<file path="src/rtl/seq_magnitude_compare.sv">
// -----------------------------------------------------------------------------
// seq_magnitude_compare
//
// Multi-cycle magnitude comparator for the ALU compare path. Operands are
// latched on an accepted start and scanned MSB-first, DIGIT bits per clock.
// With EARLY_EXIT=1 the scan stops at the first differing digit. Otherwise
// every digit is visited and the first difference seen decides the result.
// In signed mode the operand MSBs are inverted as they are latched. This maps
// two's-complement order onto plain unsigned order, so the scan itself never
// needs to know the mode.
//
// Ports
//   clk          rising-edge clock
//   rst          asynchronous, active-high reset
//   start        request; sampled only in IDLE or DONE
//   signed_mode  1 = two's-complement compare, 0 = unsigned (latched)
//   a, b         WIDTH-bit operands (latched on an accepted start)
//   busy         high while the scan is running
//   done         one-cycle pulse when gt/eq/lt become valid
//   gt, eq, lt   result flags, one-hot after done, held until the next start
//   digits_used  number of digits examined for the current result
// -----------------------------------------------------------------------------
module seq_magnitude_compare #(
   parameter int WIDTH      = 32,
   parameter int DIGIT      = 2,
   parameter int EARLY_EXIT = 1,
   localparam int DU_W      = $clog2(WIDTH / DIGIT) + 1
) (
   input  logic             clk,
   input  logic             rst,
   input  logic             start,
   input  logic             signed_mode,
   input  logic [WIDTH-1:0] a,
   input  logic [WIDTH-1:0] b,
   output logic             busy,
   output logic             done,
   output logic             gt,
   output logic             eq,
   output logic             lt,
   output logic [DU_W-1:0]  digits_used
);

   localparam int NDIG  = WIDTH / DIGIT;
   localparam int IDX_W = (NDIG > 1) ? $clog2(NDIG) : 1;

   localparam logic [1:0] S_IDLE = 2'd0;
   localparam logic [1:0] S_RUN  = 2'd1;
   localparam logic [1:0] S_DONE = 2'd2;

   localparam logic [WIDTH-1:0] MSB_MASK = WIDTH'(1) << (WIDTH - 1);

   logic [1:0]       r_state;
   logic [WIDTH-1:0] r_a;
   logic [WIDTH-1:0] r_b;
   logic [IDX_W-1:0] r_idx;
   logic             r_found;     // a difference has already been recorded
   logic             r_found_gt;  // direction of that first difference
   logic             r_gt;
   logic             r_eq;
   logic             r_lt;
   logic [DU_W-1:0]  r_du;
   logic             r_done;

   logic [WIDTH-1:0] w_sh_a;
   logic [WIDTH-1:0] w_sh_b;
   logic [DIGIT-1:0] w_dig_a;
   logic [DIGIT-1:0] w_dig_b;
   logic             w_differ;
   logic             w_dig_gt;
   logic             w_last;
   logic             w_finish;
   logic             w_res_diff;
   logic             w_res_gt;

   // Shifting the current digit up to the MSB keeps the select constant,
   // avoiding a variable-base part-select on the operand registers.
   assign w_sh_a  = r_a << (int'(r_idx) * DIGIT);
   assign w_sh_b  = r_b << (int'(r_idx) * DIGIT);
   assign w_dig_a = w_sh_a[WIDTH-1 -: DIGIT];
   assign w_dig_b = w_sh_b[WIDTH-1 -: DIGIT];

   assign w_differ = (w_dig_a != w_dig_b);
   assign w_dig_gt = (w_dig_a > w_dig_b);
   assign w_last   = (r_idx == IDX_W'(NDIG - 1));
   assign w_finish = (w_differ && (EARLY_EXIT != 0)) || w_last;

   // An earlier recorded difference outranks the digit under test, because
   // it is more significant.
   assign w_res_diff = r_found | w_differ;
   assign w_res_gt   = r_found ? r_found_gt : w_dig_gt;

   // NOTE: every register here uses non-blocking assignment so that all of
   // them update together on the edge, with no ordering hazards between reads and writes.
   always_ff @(posedge clk or posedge rst) begin
      if (rst) begin
         // NOTE: the operand registers are reset as well. They are plain
         // flops rather than a memory, and starting them from a known value
         // keeps the idle datapath deterministic.
         r_state    <= S_IDLE;
         r_a        <= '0;
         r_b        <= '0;
         r_idx      <= '0;
         r_found    <= 1'b0;
         r_found_gt <= 1'b0;
         r_gt       <= 1'b0;
         r_eq       <= 1'b0;
         r_lt       <= 1'b0;
         r_du       <= '0;
         r_done     <= 1'b0;
      end else begin
         r_done <= 1'b0;
         case (r_state)
            S_IDLE, S_DONE: begin
               if (start) begin
                  r_a        <= signed_mode ? (a ^ MSB_MASK) : a;
                  r_b        <= signed_mode ? (b ^ MSB_MASK) : b;
                  r_idx      <= '0;
                  r_found    <= 1'b0;
                  r_found_gt <= 1'b0;
                  r_gt       <= 1'b0;
                  r_eq       <= 1'b0;
                  r_lt       <= 1'b0;
                  r_du       <= '0;
                  r_state    <= S_RUN;
               end
            end
            S_RUN: begin
               r_du <= DU_W'(r_idx) + DU_W'(1);
               if (w_differ && !r_found) begin
                  r_found    <= 1'b1;
                  r_found_gt <= w_dig_gt;
               end
               if (w_finish) begin
                  r_state <= S_DONE;
                  r_done  <= 1'b1;
                  r_gt    <= w_res_diff && w_res_gt;
                  r_lt    <= w_res_diff && !w_res_gt;
                  r_eq    <= !w_res_diff;
               end else begin
                  r_idx <= r_idx + IDX_W'(1);
               end
            end
            default: r_state <= S_IDLE;
         endcase
      end
   end

   assign busy        = (r_state == S_RUN);
   assign done        = r_done;
   assign gt          = r_gt;
   assign eq          = r_eq;
   assign lt          = r_lt;
   assign digits_used = r_du;

endmodule

</file>
<file path="config.mk">
export PLATFORM = sky130hd
export DESIGN_NAME = seq_magnitude_compare
export DESIGN_NICKNAME = d
export VERILOG_FILES = /design/src/rtl/seq_magnitude_compare.sv
export SDC_FILE = /design/constraint.sdc
export NUM_CORES = 1
export LEC_CHECK = 0
export ABC_AREA = 0
export CORE_MARGIN = 2
export CORE_UTILIZATION = 39
export DETAILED_ROUTE_END_ITERATION = 16
export GPL_TIMING_DRIVEN = 0
export SYNTH_ARGS = -nofsm -noshare
export SYNTH_HDL_FRONTEND = slang
export SYNTH_SLANG_ARGS = --single-unit
</file>
<file path="constraint.sdc">
create_clock -name clk -period 2.83 [get_ports clk]
set_input_delay 0.283 -clock clk [delete_from_list [all_inputs] [get_ports clk]]
set_output_delay 0.283 -clock clk [all_outputs]
set_load 0.03 [all_outputs]
</file>
# [Yosys cells after proc, flatten, opt, wreduce, memory -nomap -nowiden]
# Cells that the tools add are included.
# W data, S select, Z words.
[classes] reduce_logical=16 magnitude_cmp=1 n_mux=24 add_sub_neg=2 shifts=2 n_eq_ne=8 bitwise=3
[op_table] operator="$mux W32" count=2
[op_table] operator="$shl A32 B5 Y32" count=2
[op_table] operator="$pmux W1 S2" count=5
[op_table] operator="$pmux W5 S2" count=1
[op_table] operator="$mux W1" count=9
[op_table] operator="$reduce_and A3 Y1" count=3
[op_table] operator="$mux W4" count=2
[op_table] operator="$pmux W4 S2" count=1
[op_table] operator="$reduce_and A2 Y1" count=3
[op_table] operator="$add A4 B1 Y5 const B" count=1
[op_table] operator="$mux W5" count=1
[op_table] operator="$add A4 B1 Y4 const B" count=1
[op_table] operator="$eq A4 B4 Y1 const B" count=1
[op_table] operator="$mux W2" count=2
[op_table] operator="$ne A2 B1 Y1 const B" count=2
[op_table] operator="$ne A2 B2 Y1 const B" count=2
[op_table] operator="$pmux W2 S2" count=1
[op_table] operator="$logic_and A1 B1 Y1" count=3
[op_table] operator="$logic_not A1 Y1" count=3
[op_table] operator="$eq A2 B1 Y1 const B" count=1
[op_table] operator="$eq A2 B2 Y1 const B" count=1
[op_table] operator="$gt A2 B2 Y1" count=1
[op_table] operator="$logic_not A2 Y1" count=1
[op_table] operator="$ne A2 B2 Y1" count=1
[op_table] operator="other kinds (5)" count=6
[totals] wordCells=67 out_inout_bits=10 regBits=81

# [Logic depth before layout (Yosys ltp)]
# Gate-level depths: netlist (run 1).
[depth] word_depth=7 mapped_depth=12

# [Worst setup path before layout (run 1)]
# Ideal clock, no wire load.
[synth_path] kind="register to register" start="reg r_idx[0]" end="reg r_lt, in the netlist lt" path_slack_ns=0.326 t_arrival_ns=2.382 t_required_ns=2.708 path_stages_with_launch=11 setup_time_ns=0.122 cell_sequence="dfrtp_1 > buf_6 > mux4_2 > o22ai_1 > nor3_1 > a31oi_1 > ha_1 > and2_1 > clkbuf_1 > o31a_1 > a32o_1"
[synth_via] elab_chain_cells=7 elab_cells_between_ends=14
[synth_rtl] item="start: declaration" line="55" source="logic [IDX_W-1:0] r_idx;"
[synth_rtl] item="start signal: assignment" line="140" source="r_idx <= r_idx + IDX_W'(1);"
[synth_rtl] item="$shl A32 B5 Y32, on equally long branches" line="77, 78"
[synth_rtl] item="$gt A2 B2 Y1" line="83" source="assign w_dig_gt = (w_dig_a > w_dig_b);"
[synth_rtl] item="$mux W1" line="90" source="assign w_res_gt = r_found ? r_found_gt : w_dig_gt;"
[synth_rtl] item="$logic_not A1 Y1" line="137" source="r_lt <= w_res_diff && !w_res_gt;"
[synth_rtl] item="$logic_and A1 B1 Y1" line="137"
[synth_rtl] item="$mux W1" line="133" source="if (w_finish) begin"
[synth_rtl] item="$pmux W1 S2" line="112" source="case (r_state)"
[synth_rtl] item="end signal: assignment" line="137"
[synth_rtl] item="end: declaration" line="60" source="logic r_lt;"
# Several ways; a longest one is shown, not always the timed one. The select of a mux whose other input is x is not followed.
# A chain may end at the register's enable or synchronous reset.

# [Final worst setup path (run 1)]
# Same ends and word-level chain as after synthesis.

==> results.py, run 1 <==
metrics = {
    "synthesis": {
        "synth.most_common_cell": "nand2_1",
        "synth_ff_type": "dfrtp_1",
        "synthCells": 404,
        "yosys_warnings": 0,
        "async_flop_share_pct": 100,
        "ys_ff_latch": 81,
        "synth.distinct_cells": 33,
        "seq_area_frac_synth_pct": 54.8,
        "synth_common_cells": "nand2_1, dfrtp_1, clkbuf_1, o21ai_0, mux4_2",
        "synth_edf_count": 0,
        "synth_top_area_cell": "dfrtp_1",
        "syn_area_mm2": 0.00370,
        "synth_nets": 475,
        "netlist.area_leader.share_pct": 54.8,
        "avgSynthCellArea_um2": 9.15,
        "synth_area_leaders": "dfrtp_1, nand2_1, mux4_2, o21ai_0, clkbuf_1",
    },
    "global_route": {
        "antenna_found_initial": 0,
        "grt_pass1_wl_mm": 14.4,
        "grt_remaining_overflow": 0,
        "gr-usage-all-layers_pct": 18.2,
        "grt_pass1_vias": 2970,
        "grt_max_degree": 68,
    },
    "critical_path": {
        "r2r_cells": 9,
        "setup.worst_path.start_class": "flip-flop",
        "critPathCaptureType": "flip-flop",
        "cp.arrival_ns": 2.92,
        "critPathRequiredTime_ns": 3.08,
        "critical_path_class": "reg -> reg",
        "path_max_fanout": 10,
    },
    "hold_path": {
        "hold_path.class": "in -> async",
    },
    "clock_network": {
        "cts_hold_buffers": 0,
        "cts_tree": "built",
        "root_buffer": "clkbuf_8",
        "clockBufferDepth": 2,
        "cts_buffers": 9,
        "clk_latency_ns": 0.35,
        "htreeDepth": 3,
        "clk_pin_slew_worst_paths_ns": 0.08,
        "clock-sinks": 81,
    },
    "sta": {
        "tightest_slew_ns": 0.571,
        "drv_slew": 0,
        "hold_viol_final": 0,
        "period_minus_slack_ns": 2.67,
        "fin_worst_skew_ns": 0.0128,
        "rsz0062_at_grt": "false",
        "period_share_pct": 94.4,
        "setup_viol": 0,
        "fmax_ghz": 0.374,
        "finalSetupTns_ns": 0,
        "maxSlewHeadroom_pct": 61.9,
    },
    "final_layout": {
        "drive_gt1_share_pct": 8.25,
        "multiInputGateArea_mm2": 0.00155,
        "num-nets-final": 564,
        "final-seq-area_mm2": 0.00203,
        "finish.utilization_pct": 52.5,
        "n_fill_cell": 893,
        "diodes": 0,
        "syn2layout_area_growth_pct": 30.5,
    },
    "die": {
        "start_util_pct": 40.2,
        "die_x_um": 101,
        "die_area_mm2": 0.0103,
        "die_h_um": 101,
        "io_pins": 78,
        "num_rows": 35,
        "core_region_area_mm2": 0.00920,
    },
    "place": {
        "gp_congestion": 0.812,
        "portBuffers": 77,
        "hpwlAfterDp_mm": 6.46,
    },
    "pwr": {
        "vdd_drop_max_v": 0.000397,
        "p_per_area_mw_per_mm2": 1000,
        "leakage_nw": 2.30,
    },
    "routing": {
        "drt-wirelength-per-cell_um": 14.5,
        "routed_via_density": 4.96,
        "drtPass1Iterations": 11,
        "ant_nets": 0,
        "initialDrtViolationCount": 110,
        "num_vias": 3014,
        "wl_mm": 8.84,
        "drc_errors": 1,
    },
    "run_status": {
        "status": "finished with violations",
        "violations": "DRC",
    },
    "job": {
        "drv_cap": 0,
    },
}
-- path summary, 6_finish.rpt --
check | from | endpoint | slack, ns
max in group asynchronous | rst | r_b[24]$_DFFE_PP0P_ | 2.05
min in group clk | a[4] | r_a[4]$_DFFE_PP0P_ | 0.45
min reg2reg | r_b[20]$_DFFE_PP0P_ | r_b[20]$_DFFE_PP0P_ | 0.48
min | rst | done$_DFF_PP0_ | 0.20
max | r_idx[0]$_DFFE_PP0P_ | lt$_DFFE_PP0P_ | 0.16
max reg2reg | r_idx[0]$_DFFE_PP0P_ | lt$_DFFE_PP0P_ | 0.16
-- critical path, cell delays in order, from the launching register on --
cell and delay [ns]:
dfrtp_1 0.38, buf_6 0.20, mux4_2 0.55, o22ai_1 0.14, o21a_1 0.16, a31oi_1 0.05, ha_1 0.33, and2_2 0.23
o31a_1 0.30, a32o_1 0.21
-- power breakdown --
part           switching (mW)  internal, mW  leakage (nW)  total (mW)
logic                    1.21         0.941          1.20        2.15
clock network           0.412         0.336        0.0919       0.749
registers               0.283          1.66          1.01        1.94
-- placed cells by master (no fill, tap or decap), drive strengths merged, types with 2 or more instances in the layout --
cell type and instances:
mux2i 3, clkdlybuf4s50 77, clkbuf 25, clkinv 5
mux4 11, nor2b 5, a21oi 4, mux2 4
o21ai 14, nand3 7, buf 9, dfrtp 81
o22ai 4, inv 7, ha 3, nand2 201
a211oi 3, o41ai 2, nor2 8, nand2b 5
a31oi 5, xnor2 4
-- timing repair --
item                                   in CTS  in global routing
resized for setup                           1                  5
pin swaps                                   0                  1
gates cloned                                0                  0
endpoints found under the hold margin       0                  0
setup endpoints to repair                   1                 10
setup buffers                               0                  1
-- metrics by stage --
stage | instances | hold WS [ns] | total power [mW] | setup WS [ns] | area (um2)
finish | 608 | 0.204 | 4.84 | 0.159 | 4820
global route | 608 | 0.217 | 5.24 | 0.00893 | 4820
detailed placement | 593 | 0.456 | 4.08 | -0.0152 | 4640
global placement | 592 | 0.453 | 4.03 | -0.870 | 4610
CTS | 608 | 0.202 | 4.84 | 0.00328 | 4810
floorplan | 404 | 0.388 | 3.41 | 0.326 | 3700
-- layout make-up --
cell class | instances | area share [%]
Clock inverter | 5 | 0.674
Sequential cell | 81 | 42.0
Clock buffer | 10 | 2.85
Multi-Input combinational cell | 293 | 32.2
Timing Repair Buffer | 79 | 16.7
Buffer | 22 | 2.07
Tap cell | 111 | 2.88
Inverter | 7 | 0.596
-- flip-flops by register name, indices dropped and copies added (netlist names) --
| name | count |
|---|---|
| gt | 1 |
| r_idx | 4 |
| lt | 1 |
| r_a | 32 |
| digits_used | 5 |
| r_found_gt | 1 |
| r_b | 32 |
| r_found | 1 |
| r_state | 2 |
| done | 1 |
| eq | 1 |
-- cell families after synthesis --
family                   Yosys count  share of synthesized area [%]
AO/OA/AOI/OAI                     39                           6.67
XOR/XNOR                           4                          0.948
multiplexers                      18                           8.73
AND/OR/NAND/NOR                  229                           24.3
adder cells (fa/ha/maj)            3                           1.02
flip-flops                        81                           54.8
buffers and inverters             30                           3.45
-- metal layers --
layer / wire [um] / part of all wire (%) / global-route usage [%] / vias to the layer above
met4: 118 / 1.3 / 6.24 / 0
met1: 4220 / 48 / 26.1 / 1435
li1: - / - / - / 1494
met3: 389 / 4.4 / 2.83 / 11
met5: 0 / 0 / 0 / -
met2: 4110 / 47 / 28.4 / 74
(Power assumes the default switching activity.)
==> inputs of run 2 (changes only) <==
Settings changed: DONT_BUFFER_PORTS set to 1.
==> run 2 against run 1 <==
Compared with the run above:
- the run now ends clean
- utilization fell by 7.5 points
- critical path type unchanged
- sequential power rose by 4%
- count of clock-buffer cells in the layout fell by 1
- total power rose by 1.7%
- final cell count fell by 12%
- fmax rose by 0.32%
- routed wire length rose by 0.48%
- register-to-register slack barely moved
- combinational power fell by 9.8%
==> results.py, run 2 (synthesized netlist as in run 1, its figures left out) <==
metrics = {
    "sta": {
        "tightest_slew_ns": 0.589,
        "period_share_pct": 94.1,
        "maxSlewHeadroom_pct": 60.8,
        "finalSetupTns_ns": 0,
        "hold_viol_final": 0,
        "drv_slew": 0,
        "rsz0062_at_grt": "false",
        "fmax_ghz": 0.376,
        "fin_worst_skew_ns": 0.0101,
        "period_minus_slack_ns": 2.66,
        "setup_viol": 0,
    },
    "routing": {
        "drt-wirelength-per-cell_um": 16.7,
        "ant_nets": 0,
        "wl_mm": 8.88,
        "initialDrtViolationCount": 140,
        "num_vias": 2766,
        "drc_errors": 0,
        "drtPass1Iterations": 5,
        "routed_via_density": 5.19,
    },
    "run_status": {
        "status": "complete, no violations",
    },
    "final_layout": {
        "syn2layout_area_growth_pct": 11.8,
        "finish.utilization_pct": 45.0,
        "final_area_mm2": 0.00413,
        "num-nets-final": 488,
        "drive_gt1_share_pct": 9.95,
        "mostFrequentLayoutCells": "nand2_1, dfrtp_1, clkbuf_1",
        "final_common_cell": "nand2_1",
        "diodes": 0,
    },
    "pwr": {
        "p_sw_mw": 1.95,
        "pwr-share-seq_pct": 41.0,
        "p_clk_share_pct": 19.7,
        "comb_power_share_pct": 39.3,
        "leakage_nw": 2.03,
        "p_int_mw": 2.98,
        "p_per_area_mw_per_mm2": 1190,
        "vdd_drop_max_v": 0.000368,
        "swShare_pct": 39.6,
    },
    "global_route": {
        "grt_pass1_wl_mm": 14.2,
        "gr-usage-all-layers_pct": 18.3,
        "grt_remaining_overflow": 0,
        "antenna_found_initial": 0,
        "grt_pass1_vias": 2820,
        "grt_max_degree": 56,
    },
    "critical_path": {
        "crit_family": "compound AO/OA/AOI/OAI gates",
        "cp.arrival_ns": 2.92,
        "critPathBufInv": 1,
        "slowest_stage": "mux4_2",
        "setup.worst_path.start_class": "flip-flop",
        "cp_slowest_stage_delay_ns": 0.53,
        "worst-r2r-setup-slack_ns": 0.17,
        "path_max_fanout": 10,
        "critPathRequiredTime_ns": 3.09,
        "path_cells": "buf_12 -> mux4_2 -> o22ai_1 -> nor3_1 -> a31oi_1 -> ha_1 -> and2_2 -> o31a_1 -> a32o_1",
        "critical_path_class": "reg -> reg",
        "critPathCaptureType": "flip-flop",
    },
    "clock_network": {
        "root_buffer": "clkbuf_8",
        "clock-sinks": 81,
        "cts_buffers": 9,
        "cts_tree": "built",
        "clk_latency_ns": 0.37,
        "htreeDepth": 3,
        "clk_pin_slew_worst_paths_ns": 0.09,
        "clockBufferDepth": 2,
    },
    "die": {
        "die_h_um": 101,
        "io_pins": 78,
        "die_area_mm2": 0.0103,
        "die_x_um": 101,
        "start_util_pct": 40.2,
        "num_rows": 35,
        "core_region_area_mm2": 0.00920,
    },
    "place": {
        "hpwlAfterDp_mm": 6.34,
        "portBuffers": 0,
        "placed_area_mm2": 0.00386,
        "gp_congestion": 0.837,
    },
    "job": {
        "drv_cap": 0,
    },
    "hold_path": {
        "hold_path.class": "in -> reg",
    },
}
-- run 2: cell count changes in the layout (fill, tap and decap cells not counted), moves of 2 or more --
cell	before	now
clkdlybuf4s50_1	77	0
inv_6	0	2
bufinv_16	0	2
clkinv_2	3	0
-- run 2: cell type report --
cell class                      count  area [um2]
Multi-Input combinational cell    293        1560
Buffer                             22         111
Timing Repair Buffer                3        45.0
Sequential cell                    81        2030
Clock buffer                        9         124
Tap cell                          111         139
Inverter                            7        28.8
Fill cell                         915        5060
Clock inverter                      7         103
-- run 2: worst paths after layout --
kind / startpoint / to / cells past startpoint
max: r_idx[0]$_DFFE_PP0P_ / lt$_DFFE_PP0P_ / 9
min: a[7] / r_a[7]$_DFFE_PP0P_ / 2
max reg2reg: r_idx[0]$_DFFE_PP0P_ / lt$_DFFE_PP0P_ / 9
min reg2reg: r_a[26]$_DFFE_PP0P_ / r_a[26]$_DFFE_PP0P_ / 2
max in group asynchronous: rst / r_b[6]$_DFFE_PP0P_ / 3
min in group asynchronous: rst / done$_DFF_PP0_ / 2
-- run 2: what timing repair did --
action | 4_1_cts | 5_1_grt
endpoints found under the hold margin | 26 | 0
pin swaps | 1 | 0
gates resized for setup | 2 | 7
setup buffers | 1 | 0
endpoints found under the setup margin | 2 | 11
gates cloned | 0 | 0
hold buffers | 1 | 0
-- run 2: through the flow --
| stage | std cells | total power [mW] | setup WS [ns] | hold WS [ns] |
|---|---|---|---|---|
| 6_report | 533 | 4.92 | 0.168 | 0.0133 |
| 3_5_place_dp | 516 | 3.91 | -0.00309 | 0.163 |
| 3_3_place_gp | 515 | 3.86 | -0.417 | 0.391 |
| 4_1_cts | 534 | 4.91 | 0.00427 | 0.00794 |
| 5_1_grt | 533 | 5.34 | 0.00779 | 0.00160 |
| 2_1_floorplan | 404 | 3.41 | 0.326 | 0.388 |
-- run 2: per-layer routing --
metal,routed length (um),part of all wire [%],GRT usage (%),vias up
met5,0,0,0,-
met4,166,1.9,7.17,0
met3,727,8.2,5.18,16
met2,4140,47,28.2,106
met1,3850,43,24.7,1308
li1,-,-,-,1336
-- run 2: power groups by stage --
stage | combinational [mW] | clock [mW] | sequential [mW]
after CTS | 1.91 | 0.981 | 2.02
after global placement | 1.84 | 0 | 2.02
after floorplan | 1.47 | 0 | 1.94
after detailed placement | 1.87 | 0 | 2.04
final | 1.94 | 0.968 | 2.02
after global routing | 2.22 | 1.03 | 2.09
-- run 2: worst reg2reg max path, cell delays in order (launching register included) --
cell,delay (ns)
dfrtp_1,0.42
buf_12,0.17
mux4_2,0.54
o22ai_1,0.18
nor3_1,0.06
a31oi_1,0.17
ha_1,0.27
and2_2,0.23
o31a_1,0.30
a32o_1,0.21
==> inputs of run 3 (changes only) <==
Settings changed: SKIP_LAST_GASP set to 1.
==> results of run 3 <==
Final layout, timing and power as in run 2 (identical DEF).
